### src/rtl/operand_stage.sv
// ID-stage operand resolution and ID/EX pipeline register with load-use hazard detection.
// Optional feature macro: OPERAND_FORWARD_EN (forwarding from EX/MEM/WB; otherwise interlock only).
module operand_stage (
  input  logic       clk,
  input  logic       rst,
  input  logic       id_valid,
  input  logic [2:0] id_ra1,
  input  logic [2:0] id_ra2,
  input  logic       id_use1,
  input  logic       id_use2,
  input  logic [2:0] id_wa,
  input  logic       id_we,
  input  logic       id_load,
  input  logic [3:0] id_alu_op,
  input  logic [7:0] id_imm,
  input  logic [7:0] rf_rd1,
  input  logic [7:0] rf_rd2,
  input  logic [7:0] ex_result,
  input  logic       mem_we,
  input  logic [2:0] mem_wa,
  input  logic [7:0] mem_data,
  input  logic       wb_we,
  input  logic [2:0] wb_wa,
  input  logic [7:0] wb_data,
  input  logic       flush,
  output logic       ex_valid,
  output logic [7:0] ex_a,
  output logic [7:0] ex_b,
  output logic [7:0] ex_imm,
  output logic [3:0] ex_alu_op,
  output logic [2:0] ex_wa,
  output logic       ex_we,
  output logic       ex_load,
  output logic       stall,
  output logic       id_ready
);

  logic [7:0] opa, opb;
  logic       hazard;

`ifdef OPERAND_FORWARD_EN
  // A load in ID/EX has no data yet, so it is never a forwarding source.
  logic ex_fwd_ok;
  assign ex_fwd_ok = ex_valid & ex_we & ~ex_load;

  always_comb begin
    opa = rf_rd1;
    if (ex_fwd_ok && (ex_wa == id_ra1))       opa = ex_result;
    else if (mem_we && (mem_wa == id_ra1))    opa = mem_data;
    else if (wb_we && (wb_wa == id_ra1))      opa = wb_data;
  end

  always_comb begin
    opb = rf_rd2;
    if (ex_fwd_ok && (ex_wa == id_ra2))       opb = ex_result;
    else if (mem_we && (mem_wa == id_ra2))    opb = mem_data;
    else if (wb_we && (wb_wa == id_ra2))      opb = wb_data;
  end

  always_comb begin
    hazard = 1'b0;
    if (id_valid && ex_valid && ex_load && ex_we) begin
      hazard = (id_use1 && (ex_wa == id_ra1)) || (id_use2 && (ex_wa == id_ra2));
    end
  end
`else
  logic ex_wr, dep1, dep2;
  logic unused_data;

  assign opa   = rf_rd1;
  assign opb   = rf_rd2;
  assign ex_wr = ex_valid & ex_we;
  // Without bypass paths, any in-flight writer of a used source must drain first.
  assign dep1  = id_use1 & ((ex_wr & (ex_wa == id_ra1)) | (mem_we & (mem_wa == id_ra1)) |
                            (wb_we & (wb_wa == id_ra1)));
  assign dep2  = id_use2 & ((ex_wr & (ex_wa == id_ra2)) | (mem_we & (mem_wa == id_ra2)) |
                            (wb_we & (wb_wa == id_ra2)));
  assign hazard = id_valid & (dep1 | dep2);
  assign unused_data = ^{ex_result, mem_data, wb_data};
`endif

  // Flush consumes the ID instruction, so it overrides any hazard.
  assign stall    = hazard & ~flush;
  assign id_ready = ~stall;

  always_ff @(posedge clk) begin
    if (rst) begin
      ex_valid  <= 1'b0;
      ex_we     <= 1'b0;
      ex_load   <= 1'b0;
      ex_a      <= 8'h00;
      ex_b      <= 8'h00;
      ex_imm    <= 8'h00;
      ex_alu_op <= 4'h0;
      ex_wa     <= 3'h0;
    end else if (flush || stall || !id_valid) begin
      ex_valid <= 1'b0;
      ex_we    <= 1'b0;
      ex_load  <= 1'b0;
    end else begin
      ex_valid  <= 1'b1;
      ex_we     <= id_we;
      ex_load   <= id_load;
      ex_a      <= opa;
      ex_b      <= opb;
      ex_imm    <= id_imm;
      ex_alu_op <= id_alu_op;
      ex_wa     <= id_wa;
    end
  end

endmodule

### config.mk
export PLATFORM = sky130hd
export DESIGN_NAME = operand_stage
export DESIGN_NICKNAME = d
export VERILOG_FILES = /design/src/rtl/operand_stage.sv
export SDC_FILE = /design/constraint.sdc
export NUM_CORES = 1
export LEC_CHECK = 0
export ABC_CLOCK_PERIOD_IN_PS = 4690
export CORE_MARGIN = 1
export CORE_UTILIZATION = 39
export DETAILED_ROUTE_END_ITERATION = 12
export PLACE_DENSITY = 0.86
export SLEW_MARGIN = 10
export SYNTH_ARGS = -nofsm -noshare
export SYNTH_HDL_FRONTEND = slang
export SYNTH_SLANG_ARGS = --single-unit
### constraint.sdc
create_clock -name clk -period 4.69 [get_ports clk]
set_input_delay 1.1725 -clock clk [delete_from_list [all_inputs] [get_ports clk]]
set_output_delay 1.1725 -clock clk [all_outputs]
set_load 0.03 [all_outputs]
==> results.py, run 1 <==
metrics = {
    "power": {
        "irDropWorstVdd_mv": 0.162,
        "power_leakage_uw": 0.000930,
        "cellPowerDensity_nw_per_um2": 269,
    },
    "critical_path": {
        "crit_arrival_ns": 3.28,
        "path_max_fanout": 3,
        "reg2reg_to": "ex_a[5]$_SDFFE_PP0N_",
        "cp_common_cell": "clkdlybuf4s50_1",
        "timing.rr.start": "ex_wa[1]$_SDFFE_PP0N_",
        "rr_worst_depth": 5,
        "startpoint": "id_ra1[2]",
        "endpoint_kind": "primary output",
        "crit_chain": "clkdlybuf4s50_1, xor2_1, nor4_2, o31ai_1, a21o_1, inv_1, clkdlybuf4s50_1",
        "critical_path_class": "input pin to primary output",
        "worstPathRequired_ns": 3.52,
        "cpPeakStageDelay_ns": 0.65,
        "critPathSlowestCell": "clkdlybuf4s50_1",
        "ff2ff_setup_slack_ns": 2.33,
        "critPathLaunchType": "input pin",
    },
    "sta": {
        "grt_setup_unrepaired": "false",
        "setup_violations": 0,
        "fmax_mhz": 225,
        "fin_ws_ns": 0.238,
        "period_share": 0.949,
        "tightest_slew_ns": 1.28,
        "slew_headroom": 0.145,
        "finalClockSkew_ns": 0.00667,
        "setup_tns_ns": 0,
        "final_hold_viol_count": 0,
        "maxSlewViolCount": 0,
        "period_needed_ns": 4.45,
    },
    "route": {
        "drtPass1Iterations": 6,
        "drtIter0Drc": 188,
        "totalWireLength_mm": 5.20,
        "wl_per_cell_um": 16.4,
        "viasPerCell": 5.70,
        "dr_total_vias": 1808,
        "ant_nets": 0,
        "drc_errors": 0,
    },
    "clock_network": {
        "cts_num_sinks": 34,
        "hold_buffers": 0,
        "ctsHtreeMaxLevel": 2,
        "ctsResizeCount": 0,
        "clockBufferDepth": 2,
        "path_clk_slew_ns": 0.07,
        "cts_tree": "built",
        "clock_insertion_delay_worst_skew_ns": 0.29,
        "cts_setup_buffers": 0,
        "root_buffer": "clkbuf_8",
        "cts_buffers": 5,
    },
    "global_routing": {
        "track_usage": 0.218,
        "grt_max_degree": 33,
        "antenna_found_initial": 0,
        "grt_pass1_wl_mm": 7.58,
        "grt.overflow.total": 0,
        "grt_pass1_vias": 1608,
    },
    "logic_synthesis": {
        "synth_edf_count": 0,
        "syn_area_um2": 1730,
        "syn_area_per_cell_um2": 9.18,
        "async_flop_share": 0,
        "syn_inst": 188,
        "yosys_register_bits": 34,
        "synth_area_leaders": "dfxtp_1 39%, o31ai_1 14%, nand4_1 11%",
        "syn_nets": 265,
        "synth_top_area_frac": 0.394,
        "synth_area_leader_cell": "dfxtp_1",
        "synth_ff_type": "dfxtp_1",
        "yosysUniqueCellTypes": 25,
        "synth_warnings": 0,
        "ys_seq_area_frac": 0.394,
    },
    "placed_design": {
        "dp.cells": 309,
        "placed_cell_area_um2": 2590,
        "hpwl_mm": 3.56,
        "portBuffers": 88,
        "dp_slack_ns": 0.246,
        "routabilityCongestion": 0.778,
    },
    "floorplan": {
        "die_w_um": 68.5,
        "die_area_um2": 4690,
        "die_h_um": 68.5,
        "ioPinCount": 113,
        "start_util": 0.419,
        "num_rows": 23,
        "core_region_area_um2": 4120,
    },
    "finish": {
        "nets": 343,
        "fillers": 343,
        "synthToLayoutAreaGrowth_pct": 55.3,
        "final_util": 0.651,
        "instances_no_fill": 317,
        "drive_gt1_frac": 0.0749,
        "fin_area_um2": 2680,
        "antenna_cells": 0,
    },
    "min_path": {
        "holdPathStages": 2,
        "hp-class": "register to register",
        "worstHoldStart": "ex_imm[4]$_SDFFE_PP0N_",
        "min_to": "ex_imm[4]$_SDFFE_PP0N_",
    },
    "run_status": {
        "run_status": "completed",
    },
    "job": {
        "maxCapViolCount": 0,
    },
}
-- synth_stat cells, types with 2 or more instances --
cell type  instances
clkbuf_1           3
buf_6              3
xor2_1             6
and4_4             2
and4_1             2
a21oi_1           32
nand4_1           31
dfxtp_1           34
o31ai_1           32
a21o_1             2
buf_2             15
nor3b_1            2
xnor2_1           12
-- cells in the final DEF (no fill, tap or decap), drive strengths merged, types with 2 or more instances in the layout --
master,count
a21o,2
a21oi,32
and4,4
buf,6
clkbuf,7
clkdlybuf4s50,87
dfxtp,34
nand4,31
nor3b,2
nor4,2
o31ai,33
xnor2,12
xor2,6
-- routing by layer --
| layer | global-route usage | wire (um) | vias to the layer above |
|---|---|---|---|
| met5 | 0 | 0 | - |
| li1 | - | - | 882 |
| met2 | 0.377 | 2500 | 61 |
| met4 | 0.0625 | 56 | 0 |
| met3 | 0.0576 | 386 | 7 |
| met1 | 0.262 | 2250 | 858 |
-- logic make-up after synthesis --
| family | share of synthesized area |
|---|---|
| AND/OR/NAND/NOR | 0.175 |
| XOR/XNOR | 0.0914 |
| flip-flops | 0.394 |
| buffers and inverters | 0.0740 |
| AO/OA/AOI/OAI | 0.265 |
-- per-stage QoR --
step	total power (uW)	hold WS, ns
after floorplan	412	0.600
after global placement	498	0.453
after detailed placement	501	0.462
after CTS	723	0.471
after global routing	749	0.486
final	719	0.468
-- critical path, delay by kind of cell --
kind / cells / cell delay (ns)
AO/OA/AOI/OAI: 2 / 0.32
AND/OR/NAND/NOR: 1 / 0.41
XOR/XNOR: 1 / 0.18
buffers and inverters: 3 / 1.19
-- state kept, by name, indices dropped and copies added, names as in the netlist --
| name | flops |
|---|---|
| ex_a | 8 |
| ex_alu_op | 4 |
| ex_b | 8 |
| ex_imm | 8 |
| ex_load | 1 |
| ex_valid | 1 |
| ex_wa | 3 |
| ex_we | 1 |
-- worst max-delay path by stage --
| stage | to | slack [ns] | cells past startpoint |
|---|---|---|---|
| 2_1_floorplan | stall | 1.22 | 5 |
| 3_3_place_gp | stall | 0.29 | 7 |
| 3_5_place_dp | stall | 0.25 | 7 |
| 4_1_cts | stall | 0.24 | 7 |
| 5_1_grt | stall | 0.11 | 7 |
| 6_report | stall | 0.24 | 7 |
-- power by group --
part	internal [uW]	switching (uW)	leakage, uW	total (uW)
logic	90.1	93.1	0.000604	183
registers	303	8.61	0.000278	312
clock network	118	106	0.0000482	224
-- area by class of cell --
class	instances	area, um2	share of cell area
sequential	34	681	0.254
tap	50	62.6	0.0234
clock buffer	7	86.3	0.0322
inverter	1	3.75	0.00140
clock inverter	1	5.00	0.00187
timing repair buffer	93	916	0.342
multi-input combinational	131	925	0.345
Power figures use the tool's default switching activity.
==> run 2: changes to the inputs <==
--- a/config.mk
+++ b/config.mk
@@ -6,7 +6,7 @@
 export NUM_CORES = 1
 export LEC_CHECK = 0
 export ABC_CLOCK_PERIOD_IN_PS = 4690
-export CORE_MARGIN = 1
+export CORE_MARGIN = 1.5
 export CORE_UTILIZATION = 39
 export DETAILED_ROUTE_END_ITERATION = 12
 export PLACE_DENSITY = 0.86
==> results.py, run 2 (same netlist as run 1, synthesis figures left out) <==
metrics = {
    "placed_design": {
        "routabilityCongestion": 0.794,
        "portBuffers": 88,
        "dp_slack_ns": 0.262,
        "hpwl_mm": 3.45,
    },
    "finish": {
        "synthToLayoutAreaGrowth_pct": 54.6,
        "nets": 343,
        "largestRegisters": "ex_a (8), ex_b (8), ex_imm (8)",
        "drive_gt1_frac": 0.0755,
        "fillers": 352,
        "antenna_cells": 0,
        "final_cell_mix": "86 x clkdlybuf4s50_1, 34 x dfxtp_1, 32 x o31ai_1",
        "final_common_cell": "clkdlybuf4s50_1",
    },
    "power": {
        "irDropWorstVdd_mv": 0.157,
        "cellPowerDensity_nw_per_um2": 264,
        "power_leakage_uw": 0.000926,
    },
    "global_routing": {
        "grt_pass1_vias": 1722,
        "grt_pass1_wl_mm": 8.49,
        "track_usage": 0.213,
        "grt.overflow.total": 0,
        "grt_max_degree": 35,
        "antenna_found_initial": 0,
    },
    "sta": {
        "grt_setup_unrepaired": "false",
        "period_needed_ns": 4.42,
        "final_hold_viol_count": 0,
        "maxSlewViolCount": 0,
        "tightest_slew_ns": 1.08,
        "setup_tns_ns": 0,
        "fin_ws_ns": 0.266,
        "fmax_mhz": 226,
        "finalClockSkew_ns": 0.00346,
        "period_share": 0.943,
        "slew_headroom": 0.278,
        "setup_violations": 0,
    },
    "clock_network": {
        "cts_buffers": 5,
        "root_buffer": "clkbuf_8",
        "clock_insertion_delay_worst_skew_ns": 0.27,
        "ctsHtreeMaxLevel": 2,
        "hold_buffers": 0,
        "ctsResizeCount": 0,
        "cts_setup_buffers": 0,
        "clockBufferDepth": 2,
        "cts_tree": "built",
        "cts_num_sinks": 34,
        "path_clk_slew_ns": 0.07,
    },
    "critical_path": {
        "crit_arrival_ns": 3.25,
        "startpoint": "id_ra1[2]",
        "critical_path_class": "input pin to primary output",
        "path_max_fanout": 3,
        "timing.rr.start": "ex_wa[1]$_SDFFE_PP0N_",
        "endpoint_kind": "primary output",
        "worstPathRequired_ns": 3.52,
        "critPathLaunchType": "input pin",
    },
    "floorplan": {
        "die_w_um": 69.5,
        "core_region_area_um2": 4290,
        "die_h_um": 69.5,
        "ioPinCount": 113,
        "start_util": 0.402,
        "die_area_um2": 4830,
        "num_rows": 24,
    },
    "route": {
        "drtIter0Drc": 210,
        "ant_nets": 0,
        "wl_per_cell_um": 16.7,
        "drc_errors": 0,
        "drtPass1Iterations": 4,
        "viasPerCell": 5.77,
        "totalWireLength_mm": 5.30,
        "dr_total_vias": 1828,
    },
    "job": {
        "maxCapViolCount": 0,
    },
    "min_path": {
        "worstHoldStart": "ex_a[5]$_SDFFE_PP0N_",
        "hp-class": "register to register",
    },
    "run_status": {
        "run_status": "completed",
    },
}
run 2: cell types whose count changed in the layout (fill, tap and decap cells not counted):
cell,change
clkbuf_1,-1
clkdlybuf4s50_1,-1
clkinv_2,-1
buf_2,+1
run 2: final cells by class:
class | instances | area [um2] | area share
Timing Repair Buffer | 93 | 911 | 0.341
Tap cell | 52 | 65.1 | 0.0244
Sequential cell | 34 | 681 | 0.255
Clock buffer | 6 | 82.6 | 0.0310
Multi-Input combinational cell | 131 | 925 | 0.347
Inverter | 1 | 3.75 | 0.00141
run 2: layer usage:
layer	GRT usage	wire, um	up-vias
li1	-	-	886
met1	0.307	2430	864
met2	0.325	2490	74
met3	0.0523	330	4
met4	0.0458	42	0
met5	0	0	-
run 2: worst paths after layout:
check | endpoint | slack, ns | depth (start not counted)
max | stall | 0.27 | 7
min | ex_a[5]$_SDFFE_PP0N_ | 0.47 | 2
max reg2reg | ex_load$_SDFF_PP0_ | 2.83 | 6
min reg2reg | ex_a[5]$_SDFFE_PP0N_ | 0.47 | 2
run 2: worst max-delay path: stages:
cell,delay [ns]
clkdlybuf4s50_1,0.48
xor2_1,0.18
nor4_2,0.40
o31ai_1,0.11
a21o_1,0.21
inv_1,0.05
clkdlybuf4s50_1,0.65
run 2: metrics by stage:
stage	instances	power [uW]	area, um2	hold slack, ns	utilization
after floorplan	188	412	1730	0.600	-
after global placement	311	498	2590	0.453	0.603
after detailed placement	311	501	2590	0.459	0.603
after CTS	317	710	2670	0.468	0.622
after global routing	317	735	2670	0.488	0.621
final	317	704	2670	0.470	0.621
run 2: power breakdown:
part           switching (uW)  internal, uW
Sequential               8.78           304
Clock                    94.9           113
Combinational            93.7          89.5
==> run 3: changes to the inputs <==
--- a/config.mk
+++ b/config.mk
@@ -5,11 +5,11 @@
 export SDC_FILE = /design/constraint.sdc
 export NUM_CORES = 1
 export LEC_CHECK = 0
-export ABC_CLOCK_PERIOD_IN_PS = 4690
+export ABC_CLOCK_PERIOD_IN_PS = 4430
 export CORE_MARGIN = 1.5
-export CORE_UTILIZATION = 39
+export CORE_UTILIZATION = 36
 export DETAILED_ROUTE_END_ITERATION = 12
-export PLACE_DENSITY = 0.86
+export PLACE_DENSITY = 0.8
 export SLEW_MARGIN = 10
 export SYNTH_ARGS = -nofsm -noshare
 export SYNTH_HDL_FRONTEND = slang
==> constraint.sdc (replaced) <==
create_clock -name clk -period 4.43 [get_ports clk]
set_input_delay 1.1075 -clock clk [delete_from_list [all_inputs] [get_ports clk]]
set_output_delay 1.1075 -clock clk [all_outputs]
set_load 0.03 [all_outputs]
==> results.py, run 3 (same netlist as run 1, synthesis figures left out) <==
metrics = {
    "sta": {
        "fmax_mhz": 231,
        "setup_violations": 0,
        "period_share": 0.978,
        "tightest_slew_ns": 1.08,
        "finalClockSkew_ns": 0.00479,
        "period_needed_ns": 4.33,
        "slew_headroom": 0.279,
        "fin_ws_ns": 0.0984,
        "maxSlewViolCount": 0,
        "grt_setup_unrepaired": "false",
        "final_hold_viol_count": 0,
        "setup_tns_ns": 0,
    },
    "finish": {
        "drive_gt1_frac": 0.0749,
        "instances_no_fill": 321,
        "antenna_cells": 0,
        "final_cell_mix": "86 x clkdlybuf4s50_1, 34 x dfxtp_1, 32 x o31ai_1",
        "final_common_cell": "clkdlybuf4s50_1",
        "fillers": 432,
        "synthToLayoutAreaGrowth_pct": 56.1,
        "fin_area_um2": 2690,
        "nets": 343,
        "largestRegisters": "ex_a (8), ex_b (8), ex_imm (8)",
    },
    "clock_network": {
        "cts_buffers": 5,
        "hold_buffers": 0,
        "ctsHtreeMaxLevel": 2,
        "path_clk_slew_ns": 0.07,
        "clockBufferDepth": 2,
        "cts_setup_buffers": 0,
        "cts_tree": "built",
        "root_buffer": "clkbuf_8",
        "ctsResizeCount": 0,
        "clock_insertion_delay_worst_skew_ns": 0.28,
        "cts_num_sinks": 34,
    },
    "critical_path": {
        "critPathLaunchType": "input pin",
        "worstPathRequired_ns": 3.32,
        "rr_worst_depth": 6,
        "endpoint_kind": "primary output",
        "ff2ff_setup_slack_ns": 2.28,
        "timing.rr.start": "ex_wa[2]$_SDFFE_PP0N_",
        "critical_path_class": "input pin to primary output",
        "crit_arrival_ns": 3.22,
        "path_max_fanout": 3,
        "reg2reg_to": "ex_b[2]$_SDFFE_PP0N_",
    },
    "placed_design": {
        "portBuffers": 88,
        "routabilityCongestion": 0.752,
        "placed_cell_area_um2": 2590,
        "dp_slack_ns": 0.120,
        "hpwl_mm": 3.55,
        "dp.cells": 313,
    },
    "power": {
        "combPwrFrac": 0.241,
        "cellPowerDensity_nw_per_um2": 295,
        "switching_share": 0.266,
        "irDropWorstVdd_mv": 0.134,
        "pwr-share-seq": 0.415,
        "power_frac_clock": 0.344,
        "total_power_uw": 796,
        "power.switching_uw": 211,
        "p_int_uw": 584,
        "power_leakage_uw": 0.000935,
    },
    "min_path": {
        "hp-class": "register to register",
        "min_to": "ex_b[0]$_SDFFE_PP0N_",
        "worstHoldStart": "ex_b[0]$_SDFFE_PP0N_",
        "holdPathStages": 2,
    },
    "route": {
        "dr_total_vias": 1817,
        "drtIter0Drc": 119,
        "drtPass1Iterations": 4,
        "viasPerCell": 5.66,
        "ant_nets": 0,
        "drc_errors": 0,
        "wl_per_cell_um": 15.8,
        "totalWireLength_mm": 5.08,
    },
    "floorplan": {
        "die_area_um2": 5220,
        "num_rows": 25,
        "die_w_um": 72.2,
        "die_h_um": 72.2,
        "ioPinCount": 113,
        "core_region_area_um2": 4660,
        "start_util": 0.370,
    },
    "global_routing": {
        "grt.overflow.total": 0,
        "track_usage": 0.193,
        "antenna_found_initial": 0,
        "grt_pass1_vias": 1716,
        "grt_pass1_wl_mm": 8.02,
        "grt_max_degree": 35,
    },
    "run_status": {
        "run_status": "completed",
    },
    "job": {
        "maxCapViolCount": 0,
    },
}
-- run 3: layer usage --
layer | track usage | wire length [um] | vias up
met5 | 0 | 0 | -
met4 | 0.0566 | 57 | 0
met3 | 0.0514 | 328 | 7
met2 | 0.338 | 2590 | 66
met1 | 0.231 | 2100 | 856
li1 | - | - | 888
-- run 3: through the flow --
| step | utilization | hold WS [ns] |
|---|---|---|
| floorplan | - | 0.600 |
| global placement | 0.556 | 0.454 |
| detailed placement | 0.556 | 0.465 |
| CTS | 0.579 | 0.474 |
| global route | 0.578 | 0.487 |
| finish | 0.578 | 0.469 |
-- run 3: power groups by stage --
stage               Clock [uW]  Combinational, uW  Sequential, uW
CTS                        284                193             331
finish                     273                192             331
global placement             0                190             337
detailed placement           0                192             337
floorplan                    0               69.5             367
global route               295                204             332
-- run 3: worst max-delay path by stage --
stage | from | end
6_report | id_ra1[2] | stall
5_1_grt | id_ra1[2] | stall
4_1_cts | id_ra1[2] | stall
3_5_place_dp | id_ra1[2] | stall
3_3_place_gp | id_ra1[2] | stall
2_1_floorplan | id_ra2[1] | stall
-- run 3: layout make-up --
type                    count  area [um2]  area share
clock buffers               7        76.3      0.0283
clock inverters             1        30.0      0.0111
inverters                   1        3.75     0.00139
multi-input cells         131         925       0.343
flip-flops and latches     34         681       0.253
well taps                  54        67.6      0.0251
repair buffers             93         911       0.338
-- run 3: critical path, stage by stage --
cell	delay (ns)
clkdlybuf4s50_1	0.48
xor2_1	0.19
nor4_2	0.39
o31ai_1	0.13
a21o_1	0.21
inv_1	0.05
clkdlybuf4s50_1	0.65
